--- src/rtl/bcd_display_mux.sv ---
// Purpose: time-multiplexed 3-digit 7-segment driver with double-buffered BCD value, leading-zero blanking and per-digit dp.
// Latency: an/sseg are registered and show the next digit one clk after the prescaler tick; a load is shown from the next frame.
// Backpressure: none; load is always accepted (last load wins) and en=0 darkens the display while holding the scan position.
module bcd_display_mux #(
    parameter int CLK_DIV  = 50000,
    parameter bit BLANK_LZ = 1'b1,
    parameter bit SEG_ALOW = 1'b1
) (
    input  logic        clk,
    input  logic        reset_n,
    input  logic [11:0] bcd_in,
    input  logic [2:0]  dp_in,
    input  logic        load,
    input  logic        en,
    output logic [2:0]  an,
    output logic [7:0]  sseg,
    output logic        frame_done
);

    localparam int            PW       = (CLK_DIV > 2) ? $clog2(CLK_DIV) : 1;
    localparam logic [PW-1:0] PRE_TOP  = PW'(CLK_DIV - 1);
    // Value driven on sseg when every segment is off, in output polarity.
    localparam logic [7:0]    SEG_OFF  = SEG_ALOW ? 8'hFF : 8'h00;

    // Buffer word layout: {dp[2:0] = {h,t,u}, hundreds, tens, units}.
    logic [PW-1:0] presc;
    logic [1:0]    idx;
    logic [14:0]   pending;
    logic          pend_vld;
    logic [14:0]   active;

    logic          tick;
    logic          wrap;
    logic [1:0]    idx_nxt;
    logic [14:0]   active_nxt;
    logic [2:0]    an_nxt;
    logic [7:0]    seg_hi;

    // Standard active-high glyphs {g,f,e,d,c,b,a}; non-BCD codes show a dash.
    function automatic logic [6:0] seg7(input logic [3:0] d);
        logic [6:0] s;
        case (d)
            4'd0:    s = 7'h3F;
            4'd1:    s = 7'h06;
            4'd2:    s = 7'h5B;
            4'd3:    s = 7'h4F;
            4'd4:    s = 7'h66;
            4'd5:    s = 7'h6D;
            4'd6:    s = 7'h7D;
            4'd7:    s = 7'h07;
            4'd8:    s = 7'h7F;
            4'd9:    s = 7'h6F;
            default: s = 7'h40;
        endcase
        return s;
    endfunction

    // Scan timing: tick ends each digit slot, wrap ends the frame (hundreds -> units).
    always_comb begin
        tick    = en && (presc == PRE_TOP);
        wrap    = tick && (idx == 2'd2);
        idx_nxt = idx;
        if (tick) begin
            idx_nxt = (idx == 2'd2) ? 2'd0 : idx + 2'd1;
        end
    end

    // Next active value: a load coinciding with the wrap bypasses the pending buffer.
    always_comb begin
        active_nxt = active;
        if (wrap) begin
            if (load) begin
                active_nxt = {dp_in, bcd_in};
            end else if (pend_vld) begin
                active_nxt = pending;
            end
        end
    end

    // Decode the digit that will be lit next cycle, from the next-state index and buffer.
    always_comb begin
        logic [3:0] dig;
        logic       dp_bit;
        logic       h_zero;
        logic       t_zero;
        logic       blank;
        dig    = 4'd0;
        dp_bit = 1'b0;
        an_nxt = 3'b111;
        h_zero = (active_nxt[11:8] == 4'd0);
        t_zero = (active_nxt[7:4] == 4'd0);
        case (idx_nxt)
            2'd0: begin
                dig    = active_nxt[3:0];
                dp_bit = active_nxt[12];
                an_nxt = 3'b110;
            end
            2'd1: begin
                dig    = active_nxt[7:4];
                dp_bit = active_nxt[13];
                an_nxt = 3'b101;
            end
            default: begin
                dig    = active_nxt[11:8];
                dp_bit = active_nxt[14];
                an_nxt = 3'b011;
            end
        endcase
        // Units is never blanked so a value of zero still shows "0".
        blank = BLANK_LZ && (((idx_nxt == 2'd2) && h_zero) ||
                             ((idx_nxt == 2'd1) && h_zero && t_zero));
        seg_hi = blank ? 8'h00 : {dp_bit, seg7(dig)};
    end

    // Prescaler: free-runs 0..CLK_DIV-1 while enabled, holds while disabled.
    always_ff @(posedge clk or negedge reset_n) begin
        if (!reset_n) begin
            presc <= '0;
        end else if (en) begin
            presc <= tick ? '0 : presc + 1'b1;
        end
    end

    // Digit index advances on every tick.
    always_ff @(posedge clk or negedge reset_n) begin
        if (!reset_n) begin
            idx <= 2'd0;
        end else begin
            idx <= idx_nxt;
        end
    end

    // Double buffer: loads land in pending and are promoted only at a frame boundary.
    always_ff @(posedge clk or negedge reset_n) begin
        if (!reset_n) begin
            pending  <= '0;
            pend_vld <= 1'b0;
            active   <= '0;
        end else begin
            active <= active_nxt;
            if (wrap) begin
                pend_vld <= 1'b0;
            end else if (load) begin
                pending  <= {dp_in, bcd_in};
                pend_vld <= 1'b1;
            end
        end
    end

    // Registered outputs; polarity of sseg is applied only here.
    always_ff @(posedge clk or negedge reset_n) begin
        if (!reset_n) begin
            an         <= 3'b111;
            sseg       <= SEG_OFF;
            frame_done <= 1'b0;
        end else begin
            frame_done <= wrap;
            if (en) begin
                an   <= an_nxt;
                sseg <= SEG_ALOW ? ~seg_hi : seg_hi;
            end else begin
                an   <= 3'b111;
                sseg <= SEG_OFF;
            end
        end
    end

endmodule

--- config.mk ---
export PLATFORM = sky130hd
export DESIGN_NAME = bcd_display_mux
export DESIGN_NICKNAME = d
export VERILOG_FILES = /design/src/rtl/bcd_display_mux.sv
export SDC_FILE = /design/constraint.sdc
export NUM_CORES = 1
export LEC_CHECK = 0
export BUFFER_PORTS_ARGS = -buffer_cell sky130_fd_sc_hd__clkbuf_2
export CAP_MARGIN = 20
export CORE_ASPECT_RATIO = 1.25
export CORE_MARGIN = 5
export CORE_UTILIZATION = 64
export CTS_CLUSTER_SIZE = 28
export DETAILED_ROUTE_END_ITERATION = 16
export GPL_TIMING_DRIVEN = 0
export PLACE_DENSITY = 0.85
export SYNTH_ARGS = -nofsm -noshare
export SYNTH_HDL_FRONTEND = slang
export SYNTH_SLANG_ARGS = --single-unit
--- constraint.sdc ---
create_clock -name clk -period 5.4 [get_ports clk]
set_clock_uncertainty 0.05 [all_clocks]
set_input_delay 1.08 -clock clk [delete_from_list [all_inputs] [get_ports clk]]
set_output_delay 1.08 -clock clk [all_outputs]
set_load 0.03 [all_outputs]
==> run metrics <==
outcome=complete, no violations; synthesis-stage register bit count=61; CP required=roughly 5600 ps; Ys Warns=0; Cells after DPL=between 400 and 500; syn nets=~370; H-tree Lvls=3; Core ar.=about 5300 sq um; Hold/Removal Path Class=reg -> reg; R2R Path Start=presc[0]$_DFFE_PN0P_; Max Cap Viol=0; RSZ-0062 raised after global routing=false; cell area after layout=3852 sq um; Reg2Reg Depth=15; Clock Latency Late Sink=about 350 ps; cell area after placement=between 3000 and 4000 sq um; clk root buf=clkbuf_8; final hold vios=0; Post-synth EDFFs=0; vias in the first global route=around 2900; largest net degree at the start of global routing=62; CP endpoint kind=flip-flop; DIE AREA=6963 sq um; top cell type's share of synthesized area=a little over a third; leading area contributor after synthesis=dfrtp_1; initial antenna violation count=0; total wire length=8.370 mm; Mapped Area=between 3000 and 4000 sq um; fin crit share=69.98%; Post-synth ARST share=100.0%; CTS tree=built; setup TNS=0 ps; GP Congestion=0.8982; Ports=31; DRC Markers=0; DR WL/cell=18.28 microns; post-route ant nets=0; Worst Hold Launch=pending[1]$_DFFE_PN0P_; Syn Inst Count=approximately 350; Peak supply drop=around 0.00023 V; FF-to-FF End=sseg[3]$_DFF_PN1_; Area contributors post-synth=dfrtp_1 (36%), dfstp_2 (8.4%), mux2_2 (5.9%), nor2_1 (5.0%), nand2_1 (2.6%); FF-to-FF setup slack=between 1500 and 2000 ps; sequential area share after synthesis=44.68%; Cell Rows=30; drt pass-1 iters=5; Die Y-Extent=92.05 microns; Leak=between 0.0015 and 0.002 uW; cts bufs inserted=9; Power Density=around 260 nW/um^2; Clock transition at path regs=~70 ps; GRT Util Overall=26.98%; NumNets Final=roughly 420; post_cts resized=0; fillers=396; grt ovf=0; register area=roughly 1500 sq um; unique cell type count in the Yosys netlist=67; Worst Path Arrival=between 3000 and 4000 ps; DIE WIDTH=approximately 76 microns; clock sink count=61; antenna fix cells=0; fin. max-slew vios=0; vias=2908; Initial Util=between 60% and 70%; Setup-failing EPs final=0; ys flop type=dfrtp_1; hold depth=2; DP Wirelength=5.975 mm; Layout area overhead=11.76%; max frequency=roughly 260 MHz; clock period minus worst slack=between 3000 and 4000 ps; critical path class=in -> reg; Worst Hold End=pending[1]$_DFFE_PN0P_; IO buf count=30; Final Non-Filler Cells=around 460; footprint of the multi-input gates=about 1800 sq um; share of cells above drive strength 1=around 25%; vias per cell=between 6 and 7; CP Max Fanout=9; First DRT Iteration DRCs=224; Post-CTS Hold Fix Bufs=0; Slew headroom=45.81%; Post-CTS Setup Bufs=0; worst-margin pin slew=just over 800 ps; CP Launch Type=primary input; first-pass GRT wire length=14.12 mm; maximum clock path buffer count=2; mean area per synthesized cell=between 9 and 10 sq um
worst max-delay path: stages:
cell and delay (ps):
clkbuf_2 150, and4_4 220, buf_6 130, nand4_1 140
nor2_1 430, nor2_1 70, nor3_1 410, mux2_2 240
o21ai_0 90, mux2_2 320, ha_1 300, inv_1 50
o211ai_1 220, nand3_1 110
synthesized netlist by cell type, types with 7 or more instances:
cell and n:
nor2_1 46, ha_1 7, nor3_1 8, mux2_2 18, clkbuf_1 10, a21oi_1 15
dfrtp_1 50, o22ai_1 7, dfstp_2 11, xnor2_1 8, nand2_1 24, inv_1 11
nand3_1 14, o21ai_0 11
power breakdown:
group          leakage, uW  switching, uW  internal, uW
Clock            0.0000905            174           191
Sequential        0.000760           38.6           496
Combinational     0.000897           63.1          58.0
metrics by stage:
stage | setup WS (ps) | util [%] | hold slack [ps] | power (uW)
CTS | 1702 | 72.28 | 462.6 | 1024
global placement | 1431 | 68.99 | 414.4 | 653.5
detailed placement | 1355 | 69.04 | 445.9 | 662.1
floorplan | 2044 | - | 400.8 | 616.2
global route | 1421 | 72.28 | 483.8 | 1066
finish | 1621 | 72.28 | 461.6 | 1020
layout by cell type, fill, tap and decap left out, types with 2 or more instances in the layout:
cell	instances
mux2_2	18
nand4_1	4
nand2b_1	4
nor2_1	46
or2_2	5
a21o_1	4
and3_1	2
a21oi_1	15
nor4b_1	4
dfstp_2	11
inv_1	11
nand2_1	24
nor3_1	8
dfrtp_1	50
ha_1	7
mux2i_1	4
clkbuf_1	13
a21boi_0	2
and4_1	6
o22ai_1	7
clkinv_2	2
or3_1	2
and4b_1	2
xor2_1	6
buf_1	2
nor2b_1	2
a211oi_1	4
nand4b_1	4
clkbuf_8	11
o2bb2ai_1	2
clkbuf_2	29
o211ai_1	6
a41oi_1	2
a211o_1	3
buf_6	2
nand3_1	14
buf_2	4
xnor2_1	8
o21ai_0	11
a311oi_1	2
state kept, by name (all words and copies together) (netlist names):
register,count
frame_done,1
pend_vld,1
presc,16
idx,2
an,3
active,15
pending,15
sseg,8
kinds of logic (layout without fill, tap and decap cells):
kind of cell | Yosys count | count (layout) | synth area share [%]
simple gates | 137 | 137 | 21.67
flops | 61 | 61 | 44.68
compound gates | 76 | 76 | 15.97
fa+ha+maj | 7 | 7 | 2.541
mux | 22 | 22 | 7.042
xor+xnor | 14 | 14 | 3.557
buf+inv | 31 | 77 | 4.537
final cells by class:
| class | count | area share (%) |
|---|---|---|
| multi-input combinational | 256 | 45.44 |
| sequential | 61 | 39.98 |
| clock buffer | 14 | 4.222 |
| timing repair buffer | 30 | 3.962 |
| buffer | 20 | 2.988 |
| tap | 64 | 2.079 |
| inverter | 11 | 1.072 |
| clock inverter | 2 | 0.2598 |
worst max-delay path by stage:
stage	start	to	slack, ps	cells after the start
final	en	sseg[3]$_DFF_PN1_	1620	14
after global routing	en	sseg[3]$_DFF_PN1_	1420	14
after CTS	en	sseg[3]$_DFF_PN1_	1700	14
after detailed placement	en	sseg[3]$_DFF_PN1_	1350	14
after global placement	en	sseg[3]$_DFF_PN1_	1430	14
after floorplan	en	sseg[3]$_DFF_PN1_	2040	15
metal layers:
layer,global-route usage (%),routed length [microns],share of wire (%),vias up
li1,-,-,-,1345
met1,33.10,3329,40,1393
met2,41.71,4118,49,132
met3,7.785,513,6.1,38
met4,14.72,408,4.9,0
met5,0,0,0,-
No activity file was read; power rests on OpenSTA's default activity.
